===== config.mk =====
export PLATFORM = sky130hd
export DESIGN_NAME = siw_mem_reader
export DESIGN_NICKNAME = d
export VERILOG_FILES = /design/src/rtl/siw_mem_reader_pkg.sv /design/src/rtl/siw_mem_reader_fifo.sv /design/src/rtl/siw_mem_reader.sv
export SDC_FILE = /design/constraint.sdc
export NUM_CORES = 1
export LEC_CHECK = 0
export CAP_MARGIN = 20
export CELL_PAD_IN_SITES_DETAIL_PLACEMENT = 0
export CELL_PAD_IN_SITES_GLOBAL_PLACEMENT = 1
export CORE_UTILIZATION = 41
export DETAILED_ROUTE_END_ITERATION = 7
export PLACE_DENSITY_LB_ADDON = 0.15
export SLEW_MARGIN = 20
export SYNTH_ARGS = -nofsm -noshare
export SYNTH_HDL_FRONTEND = slang
export SYNTH_SLANG_ARGS = --single-unit
export TNS_END_PERCENT = 5

===== constraint.sdc =====
create_clock -name siw_mem_reader_clk -period 3.5 [get_ports siw_mem_reader_clk]
set_clock_uncertainty 0.05 [all_clocks]
set_input_delay 0.7 -clock siw_mem_reader_clk [delete_from_list [all_inputs] [get_ports siw_mem_reader_clk]]
set_output_delay 0.7 -clock siw_mem_reader_clk [all_outputs]
set_load 0.02 [all_outputs]

===== src/rtl/siw_mem_reader_pkg.sv =====
// Shared types for the strided BRAM read engine: FSM states, read latency, in-flight tag.
package siw_mem_reader_pkg;
  localparam int RD_LAT = 2;

  typedef enum logic [1:0] {
    S_IDLE,
    S_RUN,
    S_DRAIN,
    S_DONE
  } state_t;

  typedef struct packed {
    logic valid;
    logic last;
  } tag_t;
endpackage


===== src/rtl/siw_mem_reader_fifo.sv =====
// Synchronous FIFO with occupancy count and sync clear; 1-cycle push-to-head, head shown combinationally.
// Push into a full FIFO is accepted only together with a pop; pop from empty is ignored.
module siw_mem_reader_fifo #(
  parameter int DEPTH = 4,
  parameter int WIDTH = 8,
  localparam int CW = $clog2(DEPTH + 1),
  localparam int PW = (DEPTH > 1) ? $clog2(DEPTH) : 1
) (
  input  logic             clk,
  input  logic             rst_n,
  input  logic             i_clear,
  input  logic             i_push,
  input  logic [WIDTH-1:0] i_push_dat,
  input  logic             i_pop,
  output logic [WIDTH-1:0] o_head_dat,
  output logic             o_empty,
  output logic [CW-1:0]    o_count
);
  logic [WIDTH-1:0] r_mem [DEPTH];
  logic [PW-1:0]    r_rd;
  logic [PW-1:0]    r_wr;
  logic [CW-1:0]    r_count;
  logic             w_push;
  logic             w_pop;

  assign w_pop      = i_pop && (r_count != '0);
  assign w_push     = i_push && ((r_count != CW'(DEPTH)) || w_pop);
  assign o_head_dat = r_mem[r_rd];
  assign o_empty    = (r_count == '0);
  assign o_count    = r_count;

  always_ff @(posedge clk) begin
    if (w_push) r_mem[r_wr] <= i_push_dat;
  end

  always_ff @(posedge clk or negedge rst_n) begin
    if (!rst_n) begin
      r_rd    <= '0;
      r_wr    <= '0;
      r_count <= '0;
    end else if (i_clear) begin
      r_rd    <= '0;
      r_wr    <= '0;
      r_count <= '0;
    end else begin
      if (w_push) r_wr <= (r_wr == PW'(DEPTH - 1)) ? '0 : r_wr + PW'(1);
      if (w_pop)  r_rd <= (r_rd == PW'(DEPTH - 1)) ? '0 : r_rd + PW'(1);
      if (w_push && !w_pop)      r_count <= r_count + CW'(1);
      else if (!w_push && w_pop) r_count <= r_count - CW'(1);
    end
  end
endmodule


===== src/rtl/siw_mem_reader.sv =====
// Strided BRAM read engine: start->first mem_enable 1 cycle, ->out_valid 4 cycles; issue is credit-limited
// so a stalled consumer stops fetching after FIFO_DEPTH words. SIW_MEM_READER_WRAP_EN adds a [base,top] address window.
module siw_mem_reader
  import siw_mem_reader_pkg::*;
#(
  parameter int ADDR_W     = 10,
  parameter int DATA_W     = 32,
  parameter int FIFO_DEPTH = 4
) (
  input  logic              siw_mem_reader_clk,
  input  logic              siw_mem_reader_reset_n,
  input  logic              siw_mem_reader_init,
  input  logic              siw_mem_reader_start,
  input  logic [ADDR_W-1:0] siw_mem_reader_base,
  input  logic [ADDR_W-1:0] siw_mem_reader_stride,
  input  logic [ADDR_W:0]   siw_mem_reader_count,
`ifdef SIW_MEM_READER_WRAP_EN
  input  logic [ADDR_W-1:0] siw_mem_reader_top,
`endif
  output logic              siw_mem_reader_busy,
  output logic              siw_mem_reader_done,
  output logic              siw_mem_reader_mem_enable,
  output logic [ADDR_W-1:0] siw_mem_reader_mem_address,
  input  logic [DATA_W-1:0] siw_mem_reader_mem_data,
  output logic              siw_mem_reader_out_valid,
  input  logic              siw_mem_reader_out_ready,
  output logic [DATA_W-1:0] siw_mem_reader_out_data,
  output logic              siw_mem_reader_out_last
);
  localparam int FCW = $clog2(FIFO_DEPTH + 1);
  localparam int OCW = $clog2(FIFO_DEPTH + RD_LAT + 2) + 1;
  localparam logic [ADDR_W:0] CNT_ONE = (ADDR_W + 1)'(1);

  state_t            r_state;
  logic [ADDR_W:0]   r_remaining;
  logic [ADDR_W-1:0] r_stride;
  logic [ADDR_W-1:0] r_mem_address;
  logic              r_mem_enable;
  logic              r_mem_last;
  tag_t              r_tag [RD_LAT];

  logic [ADDR_W-1:0] w_next_address;
  logic [FCW-1:0]    w_fifo_count;
  logic              w_fifo_empty;
  logic [DATA_W:0]   w_fifo_head;
  logic              w_pop;
  logic [OCW-1:0]    w_inflight;
  logic [OCW-1:0]    w_occupancy;
  logic              w_credit;

`ifdef SIW_MEM_READER_WRAP_EN
  logic [ADDR_W-1:0] r_base;
  logic [ADDR_W-1:0] r_top;
  logic [ADDR_W:0]   w_sum;
  logic [ADDR_W:0]   w_window;

  always_comb begin
    w_sum          = {1'b0, r_mem_address} + {1'b0, r_stride};
    w_window       = {1'b0, r_top} - {1'b0, r_base} + (ADDR_W + 1)'(1);
    w_next_address = (w_sum > {1'b0, r_top}) ? ADDR_W'(w_sum - w_window) : ADDR_W'(w_sum);
  end
`else
  assign w_next_address = r_mem_address + r_stride;
`endif

  // Words already committed to land in the FIFO, counted against this cycle's pop so a
  // free-running consumer never sees a bubble.
  always_comb begin
    w_inflight = OCW'(r_mem_enable);
    for (int i = 0; i < RD_LAT; i++) w_inflight = w_inflight + OCW'(r_tag[i].valid);
    w_occupancy = OCW'(w_fifo_count) - OCW'(w_pop) + w_inflight;
  end
  assign w_credit = (w_occupancy < OCW'(FIFO_DEPTH));

  always_ff @(posedge siw_mem_reader_clk or negedge siw_mem_reader_reset_n) begin
    if (!siw_mem_reader_reset_n) begin
      r_state       <= S_IDLE;
      r_mem_enable  <= 1'b0;
      r_mem_address <= '0;
      r_mem_last    <= 1'b0;
      r_remaining   <= '0;
      r_stride      <= '0;
`ifdef SIW_MEM_READER_WRAP_EN
      r_base        <= '0;
      r_top         <= '0;
`endif
    end else if (siw_mem_reader_init) begin
      r_state       <= S_IDLE;
      r_mem_enable  <= 1'b0;
      r_mem_address <= '0;
      r_mem_last    <= 1'b0;
      r_remaining   <= '0;
    end else begin
      r_mem_enable <= 1'b0;
      case (r_state)
        S_IDLE: if (siw_mem_reader_start) begin
          r_stride <= siw_mem_reader_stride;
`ifdef SIW_MEM_READER_WRAP_EN
          r_base   <= siw_mem_reader_base;
          r_top    <= siw_mem_reader_top;
`endif
          if (siw_mem_reader_count == '0) begin
            r_state <= S_DONE;
          end else begin
            // The first read issues straight from IDLE: the FIFO is always empty here.
            r_mem_enable  <= 1'b1;
            r_mem_address <= siw_mem_reader_base;
            r_mem_last    <= (siw_mem_reader_count == CNT_ONE);
            r_remaining   <= siw_mem_reader_count - CNT_ONE;
            r_state       <= (siw_mem_reader_count == CNT_ONE) ? S_DRAIN : S_RUN;
          end
        end
        S_RUN: if (w_credit) begin
          r_mem_enable  <= 1'b1;
          r_mem_address <= w_next_address;
          r_mem_last    <= (r_remaining == CNT_ONE);
          r_remaining   <= r_remaining - CNT_ONE;
          if (r_remaining == CNT_ONE) r_state <= S_DRAIN;
        end
        S_DRAIN: if (w_occupancy == '0) r_state <= S_DONE;
        S_DONE:  r_state <= S_IDLE;
        default: r_state <= S_IDLE;
      endcase
    end
  end

  always_ff @(posedge siw_mem_reader_clk or negedge siw_mem_reader_reset_n) begin
    if (!siw_mem_reader_reset_n) begin
      for (int i = 0; i < RD_LAT; i++) r_tag[i] <= '0;
    end else if (siw_mem_reader_init) begin
      for (int i = 0; i < RD_LAT; i++) r_tag[i] <= '0;
    end else begin
      r_tag[0] <= {r_mem_enable, r_mem_last};
      for (int i = 1; i < RD_LAT; i++) r_tag[i] <= r_tag[i-1];
    end
  end

  siw_mem_reader_fifo #(
    .DEPTH (FIFO_DEPTH),
    .WIDTH (DATA_W + 1)
  ) u_fifo (
    .clk        (siw_mem_reader_clk),
    .rst_n      (siw_mem_reader_reset_n),
    .i_clear    (siw_mem_reader_init),
    .i_push     (r_tag[RD_LAT-1].valid),
    .i_push_dat ({r_tag[RD_LAT-1].last, siw_mem_reader_mem_data}),
    .i_pop      (w_pop),
    .o_head_dat (w_fifo_head),
    .o_empty    (w_fifo_empty),
    .o_count    (w_fifo_count)
  );

  assign w_pop = siw_mem_reader_out_valid && siw_mem_reader_out_ready;

  assign siw_mem_reader_out_valid   = !w_fifo_empty;
  assign {siw_mem_reader_out_last, siw_mem_reader_out_data} = w_fifo_empty ? '0 : w_fifo_head;
  assign siw_mem_reader_busy        = (r_state != S_IDLE);
  assign siw_mem_reader_done        = (r_state == S_DONE);
  assign siw_mem_reader_mem_enable  = r_mem_enable;
  assign siw_mem_reader_mem_address = r_mem_address;
endmodule


**After elaboration in Yosys (flattened, before gate mapping)**

Memory sizes are Yosys's and may differ from the RTL's.
Cells that the tools add are included.

- Add/sub/neg operators: 11
- Magnitude comparators: 1
- Eq/ne operators: 13
- Mux-type cells: 41
- Bitwise operators: 1
- Reductions and logical operators: 22

Operators by type and width:

| cell | count |
|---|---|
| 2-to-1 mux 11 bit | 4 |
| 2-to-1 mux 10 bit | 4 |
| 2-to-1 mux 33 bit | 1 |
| 2-to-1 mux 2 bit | 13 |
| equality test 11 x 1 -> 1 bit, second input constant | 2 |
| one-hot mux 11 bit (2 select lines) | 1 |
| subtractor 11 x 1 -> 11 bit, second input constant | 2 |
| one-hot mux 10 bit (2 select lines) | 1 |
| inequality test 3 bit, second input constant | 6 |
| zero test 11 bit | 1 |
| adder 10 bit | 1 |
| 2-to-1 mux 1 bit | 10 |
| 2-to-1 mux 3 bit | 3 |
| nonzero test 3 bit | 3 |
| equality test 2 bit, second input constant | 4 |
| one-hot mux 2 bit (4 select lines) | 1 |
| AND reduction 4 bit | 2 |
| nonzero test 2 bit | 3 |
| logical AND 1 bit | 5 |
| adder 2 x 1 -> 2 bit, second input constant | 2 |
| adder 4 x 3 -> 4 bit | 1 |
| zero test 4 bit | 1 |
| < comparator 4 x 3 -> 1 bit, second input constant | 1 |
| 2-to-1 mux 4 bit | 1 |
| 13 further kinds | 16 |

- Flip-flop bits (word level): 46
- RAM bits: 132
- Bits of input ports: 68
- Output and inout port bits: 47
- Logic and storage cells: 103
- Memories kept: 1

Memory list:

| name | depth | bits a word | read ports | clocked after memory_dff | wr ports | RTL line | text |
|---|---|---|---|---|---|---|---|
| u_fifo.r_mem | 4 | 33 | 1 | 0 | 1 | siw_mem_reader_fifo.sv:19 | `logic [WIDTH-1:0] r_mem [DEPTH];` |

**Depth between registers and ports, before layout**

- Depth after elaboration: 11
- Depth in mapped cells: 17
- Gate-level depth less buffers: 15

**Modules after synthesis**

A second synthesis with hierarchy kept.

- Cell total of the unflattened synthesis: 587
- Area, all modules: 8421.8 um^2

Modules (own cells, without submodules):

| module | instances | cells each | area an instance (um^2) | sequential area each (um^2) |
|---|---|---|---|---|
| siw_mem_reader_fifo | 1 | 234 | 5300.1 | 4139.0 |
| siw_mem_reader | 1 | 353 | 3121.7 | 975.9 |

**Least setup slack after synthesis**

No wires, ideal clock.

- Path kind: reg-to-reg
- Start point: reg u_fifo.r_count[0], in the netlist u_fifo.o_count[0]
- End point: reg r_state[0]
- Setup time: 79 ps
- Data arrival time: 3718 ps
- Data required time: 3371 ps
- Setup slack: -347 ps
- Stages on the path, launching flop included: 17
- Path buffers: 1
- Clock period less this slack: 3847 ps
- Cells stage by stage: dfrtp_1 > or3_1 > clkbuf_1 > nand2_1 > inv_1 > ha_1 > fa_1 > inv_1 > ha_1 > inv_1 > fa_1 > nand2b_1 > o21a_2 > o31ai_4 > a22oi_2 > or3_1 > a21oi_1

- Longest elaborated chain between the ends: 8
- Elaborated cells on any way between the ends: 10
- Classes of those cells: add/sub (2); order compare (1); eq/ne (2); reduce/logical (5)

Ends and longest elaborated chain:

| element | RTL line | text |
|---|---|---|
| start, declared | siw_mem_reader_fifo.sv:22 | `logic [CW-1:0] r_count;` |
| start signal, assigned | siw_mem_reader_fifo.sv:48 | `if (w_push && !w_pop) r_count <= r_count + CW'(1);` |
| start signal, assigned | siw_mem_reader_fifo.sv:49 | `else if (!w_push && w_pop) r_count <= r_count - CW'(1);` |
| zero test 3 bit | siw_mem_reader_fifo.sv:29 | `assign o_empty = (r_count == '0);` |
| zero test 1 bit | siw_mem_reader.sv:155 | `assign siw_mem_reader_out_valid = !w_fifo_empty;` |
| logical AND 1 bit | siw_mem_reader.sv:153 | `assign w_pop = siw_mem_reader_out_valid && siw_mem_reader_out_ready;` |
| subtractor 3 x 1 -> 4 bit * | siw_mem_reader.sv:71 | `w_occupancy = OCW'(w_fifo_count) - OCW'(w_pop) + w_inflight;` |
| adder 4 x 3 -> 4 bit * | siw_mem_reader.sv:71 |  |
| < comparator 4 x 3 -> 1 bit or zero test 4 bit (tied branches) | siw_mem_reader.sv:73, siw_mem_reader.sv:120 |  |
| inequality test 3 bit (no line) | - |  |
| AND reduction 4 bit (no line) * | - |  |
| end signal, assigned | siw_mem_reader.sv:110 | `r_state <= (siw_mem_reader_count == CNT_ONE) ? S_DRAIN : S_RUN;` |
| end, declared | siw_mem_reader.sv:34 | `state_t r_state;` |

Mark *: on every way between the ends. The rest lies on a longest branch, timed or not.
A chain may end at the register's enable or synchronous reset.

**Worst setup path in the final report**

- Start point: reg u_fifo.r_count[2], in the netlist u_fifo.o_count[2]
- End point: reg r_remaining[8]

- Longest elaborated chain between the ends: 8

Ends and longest elaborated chain:

| element | RTL line | text |
|---|---|---|
| zero test 3 bit | siw_mem_reader_fifo.sv:29 |  |
| zero test 1 bit | siw_mem_reader.sv:155 |  |
| logical AND 1 bit | siw_mem_reader.sv:153 |  |
| subtractor 3 x 1 -> 4 bit * | siw_mem_reader.sv:71 |  |
| adder 4 x 3 -> 4 bit * | siw_mem_reader.sv:71 |  |
| < comparator 4 x 3 -> 1 bit * | siw_mem_reader.sv:73 | `assign w_credit = (w_occupancy < OCW'(FIFO_DEPTH));` |
| inequality test 3 bit (no line) * | - |  |
| AND reduction 4 bit (no line) * | - |  |
| end signal, assigned | siw_mem_reader.sv:109 | `r_remaining <= siw_mem_reader_count - CNT_ONE;` |
| end signal, assigned | siw_mem_reader.sv:117 | `r_remaining <= r_remaining - CNT_ONE;` |
| end, declared | siw_mem_reader.sv:35 | `logic [ADDR_W:0] r_remaining;` |

Marks and branches as above.

==> metrics.txt <==
status finished with violations; failing checks negative setup slack; post-route core utilization a little over half; synth warn 0; clk_lat worst skew 0.42 ns; RSZ-0062 raised after global routing yes; Area Overhead vs Synth 28.4%; clock power share a little over a fifth; vias in the first global route 5639; setup ws final -0.272 ns; prevailing post-synth register cell edfxtp_1; wire length of the first global-routing pass slightly below 30 mm; GRT Total Usage between 10% and 20%; total global routing overflow 0; Root Driver clkbuf_16; CTS tree yes; top cell type's share of synthesized area 46.8%; Internal Power ~5.5 mW; sequential-to-total area share from yosys stat about three fifths; H-tree levels 4; switching share of power a little over a third; syn nets 688; Max Fclk 265 MHz; drt drc 0; simple-gate portion of the synthesized area 10.6%; Yosys reg bits approximately 180; WP data arrival about 4 ns; hold_buf cts 0; initial DRC count 263; Die ar. roughly 21000 µm²; ratio of cells with drive above 1 in the final layout 21.1%; DR vias roughly 5.2k; Die X approximately 150 µm; Placer Congestion 0.815; total CTS buffers 17; Core Box Area 20200 µm²; Crit. End Element flop; clock sink count between 150 and 200; final wirelength roughly 18 mm; HPWL Detailed between 10 and 15 mm; Final setup viols 24; Final Max Tran Viols 0; initial antenna violation count 1; port bufs between 100 and 150; Die Y ~150 µm; Clock Path Buffers 2; final hold vios 0; top post-synthesis cells by area edfxtp_1 47%, dfrtp_1 14%, mux4_2 8.8%; Final ANT Viol Nets 0; initial core utilization roughly two fifths; most frequent cells after synthesis 132 x edfxtp_1, 46 x dfrtp_1, 40 x and2_1, 40 x nor2_1, 33 x mux4_2; wire per inst 17.8 µm; Synth cell types a little over 60; mux cell area share after synthesis 11.1%; register share of total power a little under a third; Sw Pwr roughly 3.1 mW; syn avg cell area 14.4 µm²; Critical Path Fanout Max 5; Leakage Power between 3 and 4 nW; Compound-Gate Fraction of Synth Area roughly 8.5%; WS Path Type flop to flop; Finished Layout Cells just over 1k; largest family of logic cells by synthesized area multiplexers; FP Rows 52; Hold WC Path Type input port to async pin; most numerous cell in the Yosys netlist edfxtp_1; Crit path required time ~3.7 ns; VDD IR max between 0.3 and 0.4 mV; Initial DRT Pass Iterations 4; combinational share of power about 47%; largest net degree at the start of global routing 40; Worst-Margin Slew ~0.91 ns; Cells after Synth between 500 and 600; Final min period roughly 3.8 ns; Post-Syn Area ~8500 µm²; fin crit share 108%; Post-synth EDFFs around 130; total of max-cap violations 0; vias per cell 5.20; placed insts around 970; FFs w/ async S/R, synth about a quarter; IO Pins approximately 120; largest area contributor in the netlist edfxtp_1; Slew HR 39.6%; Adder-Cell Fraction of Synth Area ~5%; clk slew on worst S/H paths approximately 0.07 ns; fill count roughly 1.7k; crit path launch type flop; Synth Area in XOR/XNOR approximately 1.6%; nets@finish roughly 830; Power Density just under 800 nW/µm²
sequential cells by signal (all words and copies together) (netlist names):
signal and count:
siw_mem_reader_mem_enable 1, r_state 2, r_remaining 11, u_fifo.o_count 3, u_fifo.r_wr 2, siw_mem_reader_mem_address 10
r_stride 10, r_tag 4, u_fifo.r_rd 2, u_fifo.r_mem 132, r_mem_last 1
what timing repair did:
item | 4_1_cts | 5_1_grt
pin swaps | 18 | 9
gates resized for setup | 7 | 10
cloned | 2 | 0
buffers inserted | 3 | 2
setup endpoints to repair | 24 | 25
layout by cell type, fill, tap and decap left out, drive strengths merged, types with 4 or more instances in the layout:
cell           synthesis  routed
nor2b                  7       7
nand2b                 6       6
dfrtp                 46      46
xnor2                  5       5
a21oi                 24      24
mux4                  33      33
a211oi                14      14
and2                  40      40
clkbuf                18      17
nor2                  40      40
xor2                  10      10
nor3                   9       9
inv                   26      35
mux2                  10      10
o21a                   4       4
ha                    28      28
nor4                   7       7
edfxtp               132     132
o21ai                  9       9
a21o                   7       7
nand3                 14      14
nand2                 24      24
fa                     4       4
a31oi                  7       7
mux2i                  8       8
nand3b                 5       5
clkdlybuf4s50          0     113
buf                   10      32
power by group through the flow:
stage	Clock [mW]	Sequential [mW]	Combinational, mW
floorplan	0	2.72	2.49
global placement	0	2.73	3.72
detailed placement	0	2.74	3.80
CTS	1.91	2.70	4.04
global route	2.00	2.74	4.44
finish	1.87	2.70	4.06
metrics by stage:
stage          setup slack [ns]  area (µm²)  hold WS, ns  TNS (ns)  power, mW
2_1_floorplan            -0.246        8500        0.354     -4.55       5.21
3_3_place_gp             -0.749       10100        0.419    -15.96       6.45
3_5_place_dp             -0.869       10100        0.414    -18.21       6.54
4_1_cts                  -0.234       10800        0.357     -4.25       8.65
5_1_grt                  -0.435       10900        0.396     -8.54       9.17
6_report                 -0.272       10900        0.347     -3.87       8.63
path summary, 6_finish.rpt:
kind,slack (ns),cells after the start,endpoint,startpoint
setup / recovery,-0.27,17,r_remaining[8],u_fifo.o_count[2]
hold / removal,0.35,1,r_stride[3],siw_mem_reader_reset_n
setup reg to reg,-0.27,17,r_remaining[8],u_fifo.o_count[2]
hold reg to reg,0.44,1,r_tag[0],r_tag[2]
max in group asynchronous,2.37,2,siw_mem_reader_mem_address[7],siw_mem_reader_reset_n
min in group siw_mem_reader_clk,0.44,1,r_tag[0],r_tag[2]
final cells by class:
type                            instances  area (µm²)  area share (%)
Sequential cell                       178        5120            47.1
Multi-Input combinational cell        357        3220            29.7
Timing Repair Buffer                  145        1500            13.8
Clock buffer                           17         425            3.91
Tap cell                              270         338            3.11
Clock inverter                         15         161            1.48
Inverter                               26         100           0.921
Antenna cell                            1        2.50          0.0230
cell families (layout without fill, tap and decap cells):
logic type	Yosys count	in the layout
AO/OA/AOI/OAI	92	93
XOR/XNOR	15	15
adder cells (fa/ha/maj)	32	32
buffers and inverters	54	203
flip-flops	178	178
multiplexers	51	51
other	0	1
AND/OR/NAND/NOR	166	166
layer usage:
metal | vias to the layer above | GRT usage [%] | routed length, µm
met5 | - | 0 | 0
met3 | 17 | 4.29 | 734
met4 | 0 | 5.16 | 161
met2 | 107 | 31.4 | 9210
li1 | 2502 | - | -
met1 | 2617 | 22.0 | 7810
worst max-delay path: stages, from the launching register on:
cell and delay [ns]:
dfrtp_1 0.39, or3_4 0.41, nand2_4 0.09, inv_4 0.04, ha_4 0.21, fa_1 0.48, inv_1 0.07, ha_2 0.17
inv_2 0.04, fa_2 0.36, nand2b_4 0.15, o21a_4 0.22, o31ai_4 0.24, buf_4 0.22, o21bai_4 0.08, buf_12 0.17
o21ai_0 0.15, a31oi_1 0.10
No activity file was read; power rests on OpenSTA's default activity.
